<file path="src/rtl/fir_coeff_loader.sv">
// fir_coeff_loader: stages a FIR coefficient set into a shadow bank over a
// valid/ready word stream, then swaps it into the active bank on the next
// sample strobe so the filter never sees a half-written set.
//
// Optional feature macro: FIR_COEFF_SYM_EN
//   defined   -> symmetric mode, ceil(NUM_TAPS/2) words, word k mirrored to
//                taps k and NUM_TAPS-1-k
//   undefined -> NUM_TAPS words, word k written to tap k only
//
// state | meaning
// IDLE  | waiting for load_start, active bank stable
// LOAD  | accepting coefficient words into the shadow bank
// ARMED | shadow bank complete, waiting for sample_strobe to swap
module fir_coeff_loader #(
  parameter int NUM_TAPS    = 4,
  parameter int COEFF_WIDTH = 8,
  parameter logic [COEFF_WIDTH*NUM_TAPS-1:0] DEFAULT_COEFFS = {NUM_TAPS{8'sd1}}
) (
  input  logic                            clk,
  input  logic                            rst,
  input  logic                            load_start,
  input  logic                            coeff_valid,
  input  logic [COEFF_WIDTH-1:0]          coeff_data,
  output logic                            coeff_ready,
  input  logic                            sample_strobe,
  output logic [COEFF_WIDTH*NUM_TAPS-1:0] packed_coeffs,
  output logic                            busy,
  output logic                            swap_done,
  output logic                            load_error
);

  localparam int IDX_W = $clog2(NUM_TAPS);
`ifdef FIR_COEFF_SYM_EN
  localparam int LAST_IDX = (NUM_TAPS + 1) / 2 - 1;
`else
  localparam int LAST_IDX = NUM_TAPS - 1;
`endif

  typedef enum logic [1:0] {IDLE, LOAD, ARMED} state_t;

  state_t                          state_q, state_d;
  logic [IDX_W-1:0]                idx_q, idx_d;
  logic [COEFF_WIDTH*NUM_TAPS-1:0] shadow_q, shadow_d;
  logic [COEFF_WIDTH*NUM_TAPS-1:0] active_q, active_d;
  logic                            swap_q, swap_d;
  logic                            err_q, err_d;

  // State, index, both banks and the pulse outputs are all registered.
  always_ff @(posedge clk or posedge rst) begin
    if (rst) begin
      state_q  <= IDLE;
      idx_q    <= '0;
      shadow_q <= DEFAULT_COEFFS;
      active_q <= DEFAULT_COEFFS;
      swap_q   <= 1'b0;
      err_q    <= 1'b0;
    end else begin
      state_q  <= state_d;
      idx_q    <= idx_d;
      shadow_q <= shadow_d;
      active_q <= active_d;
      swap_q   <= swap_d;
      err_q    <= err_d;
    end
  end

  // Next-state logic; load_start overrides both word writes and strobes.
  always_comb begin
    state_d  = state_q;
    idx_d    = idx_q;
    shadow_d = shadow_q;
    active_d = active_q;
    swap_d   = 1'b0;
    err_d    = 1'b0;
    if (load_start) begin
      err_d   = (state_q != IDLE);
      state_d = LOAD;
      idx_d   = '0;
    end else begin
      case (state_q)
        LOAD: begin
          if (coeff_valid) begin
            for (int k = 0; k < NUM_TAPS; k++) begin
`ifdef FIR_COEFF_SYM_EN
              if (idx_q == IDX_W'(k) || idx_q == IDX_W'(NUM_TAPS - 1 - k))
                shadow_d[k*COEFF_WIDTH +: COEFF_WIDTH] = coeff_data;
`else
              if (idx_q == IDX_W'(k))
                shadow_d[k*COEFF_WIDTH +: COEFF_WIDTH] = coeff_data;
`endif
            end
            if (idx_q == IDX_W'(LAST_IDX)) begin
              state_d = ARMED;
              idx_d   = '0;
            end else begin
              idx_d = idx_q + 1'b1;
            end
          end
        end
        ARMED: begin
          if (sample_strobe) begin
            active_d = shadow_q;
            swap_d   = 1'b1;
            state_d  = IDLE;
          end
        end
        default: ;
      endcase
    end
  end

  assign coeff_ready   = (state_q == LOAD);
  assign busy          = (state_q != IDLE);
  assign packed_coeffs = active_q;
  assign swap_done     = swap_q;
  assign load_error    = err_q;

endmodule

</file>
<file path="config.mk">
export PLATFORM = sky130hd
export DESIGN_NAME = fir_coeff_loader
export DESIGN_NICKNAME = d
export VERILOG_FILES = /design/src/rtl/fir_coeff_loader.sv
export SDC_FILE = /design/constraint.sdc
export NUM_CORES = 1
export LEC_CHECK = 0
export ABC_AREA = 1
export CORE_MARGIN = 2
export CORE_UTILIZATION = 31
export CTS_CLUSTER_DIAMETER = 120
export DETAILED_ROUTE_END_ITERATION = 10
export GPL_TIMING_DRIVEN = 0
export PLACE_DENSITY = 0.49
export SLEW_MARGIN = 15
export SYNTH_ARGS = -nofsm -noshare
export SYNTH_HDL_FRONTEND = slang
export SYNTH_SLANG_ARGS = --single-unit
</file>
<file path="constraint.sdc">
create_clock -name clk -period 2.99 [get_ports clk]
set_input_delay 0.7475 -clock clk [delete_from_list [all_inputs] [get_ports clk]]
set_output_delay 0.7475 -clock clk [all_outputs]
set_load 0.005 [all_outputs]
</file>
## Word level (Yosys, flattened, before mapping)

Index checks and enable logic that the tools add are counted.

- Flip-flop bits (word level): 70
- Memories kept: 0
- Memory bits (writable): 0
- Word-level logic and storage cells: 44
- ROM bits: 0
- Latch bits: 0

- Divide/modulo/power cells: 0
- Eq/ne operators: 8
- Muxes and demuxes: 13
- Multiply operators: 0
- Bitwise logic cells: 1
- Reduce and logical (&&, ||, !) cells: 12
- $lt $le $gt $ge: 0
- Add/subtract/negate cells: 1
- Shift-type cells: 0

Operator list:

| kind | number |
|---|---|
| 4-bit AND reduction | 5 |
| 2-bit two-way mux | 8 |
| 2-bit == test (second input constant) | 3 |
| 3-bit != test (second input constant) | 2 |
| 2-bit nonzero test | 3 |
| 2-bit by 1-bit == test with 1-bit output (second input constant) | 2 |
| 1-bit two-way mux | 4 |
| 2-bit case mux with 2 select lines | 1 |
| 3-bit by 2-bit != test with 1-bit output (second input constant) | 1 |
| 3-bit AND reduction | 1 |
| 3-bit nonzero test | 1 |
| 2-bit by 1-bit adder with 2-bit output (second input constant) | 1 |
| 2-bit logical NOT | 1 |
| 2-bit AND reduction | 1 |
| 1-bit NOT | 1 |

## Longest topological paths before layout

- Depth after elaboration: 5
- Depth in mapped cells: 7

## Worst setup path after synthesis

No wires, ideal clock.

- Kind: in2reg
- Start point: input load_start
- End point: register shadow_q[10]
- Path buffers: 1
- Path slack: 1.553 ns
- Stages on the path: 5
- Data required time: 2.868 ns
- Data arrival time: 1.316 ns
- Library setup time: 0.122 ns
- Path through: inv_2 > nand2_4 > buf_2 > o21bai_1 > nand2_1

- Longest elaborated chain between the ends: 2

Ends and longest elaborated chain:

| what | line | source |
|---|---|---|
| start: declaration | 21 | `input logic load_start,` |
| 1-bit NOT (no line) | -- |  |
| 4-bit AND reduction (no line) | -- |  |
| end signal: assignment | 60 | `shadow_q <= shadow_d;` |
| end: declaration | 43 | `logic [COEFF_WIDTH*NUM_TAPS-1:0] shadow_q, shadow_d;` |

No other way between the ends.
A chain may end at the register's enable or synchronous reset.

## Final worst setup path

- Start point: register state_q[1]
- End point: output coeff_ready

- Longest elaborated chain between the ends: 1

Ends and longest elaborated chain:

| what | line | source |
|---|---|---|
| start: declaration | 41 | `state_t state_q, state_d;` |
| start signal: assignment | 58 | `state_q <= state_d;` |
| 2-bit by 1-bit == test with 1-bit output | 112 | `assign coeff_ready = (state_q == LOAD);` |
| end: declaration | 24 | `output logic coeff_ready,` |

No other way between the ends.

==> metrics.txt <==
async set-reset flop share out of synthesis 100.0%; I/O Buffers 48; Max Cap Violations 0; Post-Route WL 6946 um; Yosys top cell by area dfrtp_1; Ports 49; final-report max-slew violation count 0; layout cells sized above 1 18.90%; RSZ-0062 raised after global routing false; Setup Slack @ Placement 823.2 ps; Max Freq 427.3 MHz; CTS H-tree lvls 3; Worst-Margin Slew 442.9 ps; status completed; Clock Path Buffers 2; Synth area leaders dfrtp_1 (50%), nand2_1 (13%), o21bai_1 (7.7%); relative slew slack 70.47%; clk_lat worst skew 350 ps; crit path time final 2341 ps; post-synth cell types 22; die width 104.1 um; Fin Hold WS 479.0 ps; CTS tree yes; slowest cell on the critical path clkdlybuf4s50_1; first-pass GRT wire length 11,700 um; Ys Warns 0; CP max stage delay 500 ps; Post-synth EDFFs 0; Area Overhead vs Synth 29.72%; CP startpoint kind flip-flop; gpl congestion 0.6961; DRT iter0 DRCs 74; Final Setup Violations 0; CTS root buf clkbuf_8; Mapped Nets 333; Via Count 2,175; worst path cell trace inv_2, nand2_1, inv_1, clkdlybuf4s50_1; gr usage total 13.94%; Hold Fails Final Rpt 0; register area share after synthesis 56.71%; die height 104.1 um; core footprint 9729 um^2; Final period util 78.28%; Pwr Density 654.5 nW/um^2; slack of the critical path 649.5 ps; Static Leakage 1.879 nW; top-count cell post-synth nand2_1; Worst setup EP type output port; Seq cells post-synth 70; ANT nets after route 0; grt ovf 0; synth cell count leaders nand2_1 (106), dfrtp_1 (62), inv_1 (39), o21bai_1 (32), o21ai_2 (23); CTS sink cnt 70; post-synthesis cell count 316; Post-Syn Area 3107 um^2; vias per cell 4.232; nets 393; CP max FO 10; # rows 36; Post-CTS Repair Setup Buffers 0; drt pass-1 iters 4; drt drc 0; Die ar. 10,840 um^2; post_cts resized 0; Final HPWL DP 4821 um; top_reg_cell synth dfrtp_1; Worst EP arrival 1590 ps; Routed wire per std cell 13.51 um; Synth top area share 49.94%; Worst Path Required 2240 ps; initial antenna violation count 0; worst vdd ir 269.9 uV; vias in the first global route 2,254; Initial Util 31.93%; TritonCTS Buffers 9; Worst-path clk slew 80 ps; number of diodes 0; Crit Path Class flip-flop to output port; largest net degree at the start of global routing 50; syn avg cell area 9.831 um^2; CTS Hold Buffers Added 0; Worst Hold Class flip-flop to flip-flop; Setup Skew 11.46 ps; # fillers 991
==> sequential cells by signal, indices dropped and copies added, names as in the netlist <==
name,flops
packed_coeffs,32
shadow_q,32
idx_q,2
state_q,2
load_error,1
swap_done,1
==> cell usage in the layout (no fill, tap or decap), drive strengths merged, types with 2 or more instances in the layout <==
| cell type | Yosys | layout |
|---|---|---|
| o21bai | 32 | 32 |
| ha | 4 | 4 |
| nand2 | 108 | 108 |
| dfrtp | 62 | 62 |
| nor2 | 6 | 6 |
| dfstp | 8 | 8 |
| clkbuf | 1 | 11 |
| o21ai | 33 | 33 |
| a21oi | 2 | 2 |
| inv | 41 | 41 |
| nand3 | 7 | 7 |
| clkinv | 0 | 3 |
| buf | 10 | 11 |
| bufinv | 0 | 3 |
| clkdlybuf4s50 | 0 | 48 |
==> critical path: cells and delay by family (launching register included) <==
kind	cells	cell delay, ps
buffers and inverters	3	780
flip-flops	1	390
AND/OR/NAND/NOR	1	70
==> through the flow <==
| stage | cell area (um^2) | TNS (ps) | power [mW] | std cells | utilization (%) |
|---|---|---|---|---|---|
| final | 4030 | 0 | 2.638 | 514 | 41.42 |
| after global routing | 4030 | 0 | 2.806 | 514 | 41.42 |
| after CTS | 4030 | 0 | 2.681 | 514 | 41.42 |
| after detailed placement | 3784 | 0 | 1.732 | 498 | 38.89 |
| after global placement | 3754 | -59200 | 1.712 | 497 | 38.58 |
| after floorplan | 3107 | 0 | 1.588 | 316 | - |
==> logic make-up after synthesis <==
kind of cell,after synthesis,synth area share (%)
fa+ha+maj,4,1.611
flops,70,56.71
simple gates,123,17.44
compound gates,67,16.15
buf+inv,52,8.095
==> final timing paths <==
kind | startpoint | end | slack, ps | depth (start not counted)
setup / recovery | state_q[1]$_DFFE_PP0P_ | coeff_ready | 650 | 4
hold / removal | packed_coeffs[24]$_DFFE_PP1P_ | packed_coeffs[24]$_DFFE_PP1P_ | 480 | 2
setup reg to reg | idx_q[0]$_DFFE_PP0P_ | shadow_q[21]$_DFFE_PP0P_ | 1620 | 6
hold reg to reg | packed_coeffs[24]$_DFFE_PP1P_ | packed_coeffs[24]$_DFFE_PP1P_ | 480 | 2
max in group asynchronous | rst | shadow_q[8]$_DFFE_PP1P_ | 1670 | 3
min in group asynchronous | rst | state_q[1]$_DFFE_PP0P_ | 710 | 2
==> per-layer routing <==
layer	up-vias	GRT usage, %	part of all wire (%)
met5	-	0	0
met4	0	6.660	2.0
met3	11	2.820	3.0
met2	31	22.51	48
met1	1020	17.92	47
li1	1113	-	-
==> final cells by class <==
class                      count  area (um^2)  area share, %
sequential                    70         1762          43.71
multi-input combinational    194         1094          27.13
timing repair buffer          49        508.0          12.60
tap                          133        166.4          4.129
inverter                      41        156.4          3.881
clock buffer                  10        137.6          3.415
clock inverter                 6        108.9          2.701
buffer                        11        97.59          2.422
==> where the power goes <==
group	leakage, nW	switching, mW	total [mW]	internal [mW]
registers	0.880	0.0499	1.20	1.15
clock network	0.126	0.360	0.935	0.575
logic	0.872	0.303	0.505	0.202
total	1.88	0.713	2.64	1.92
Note: power is estimated with default switching activity, not from simulation.
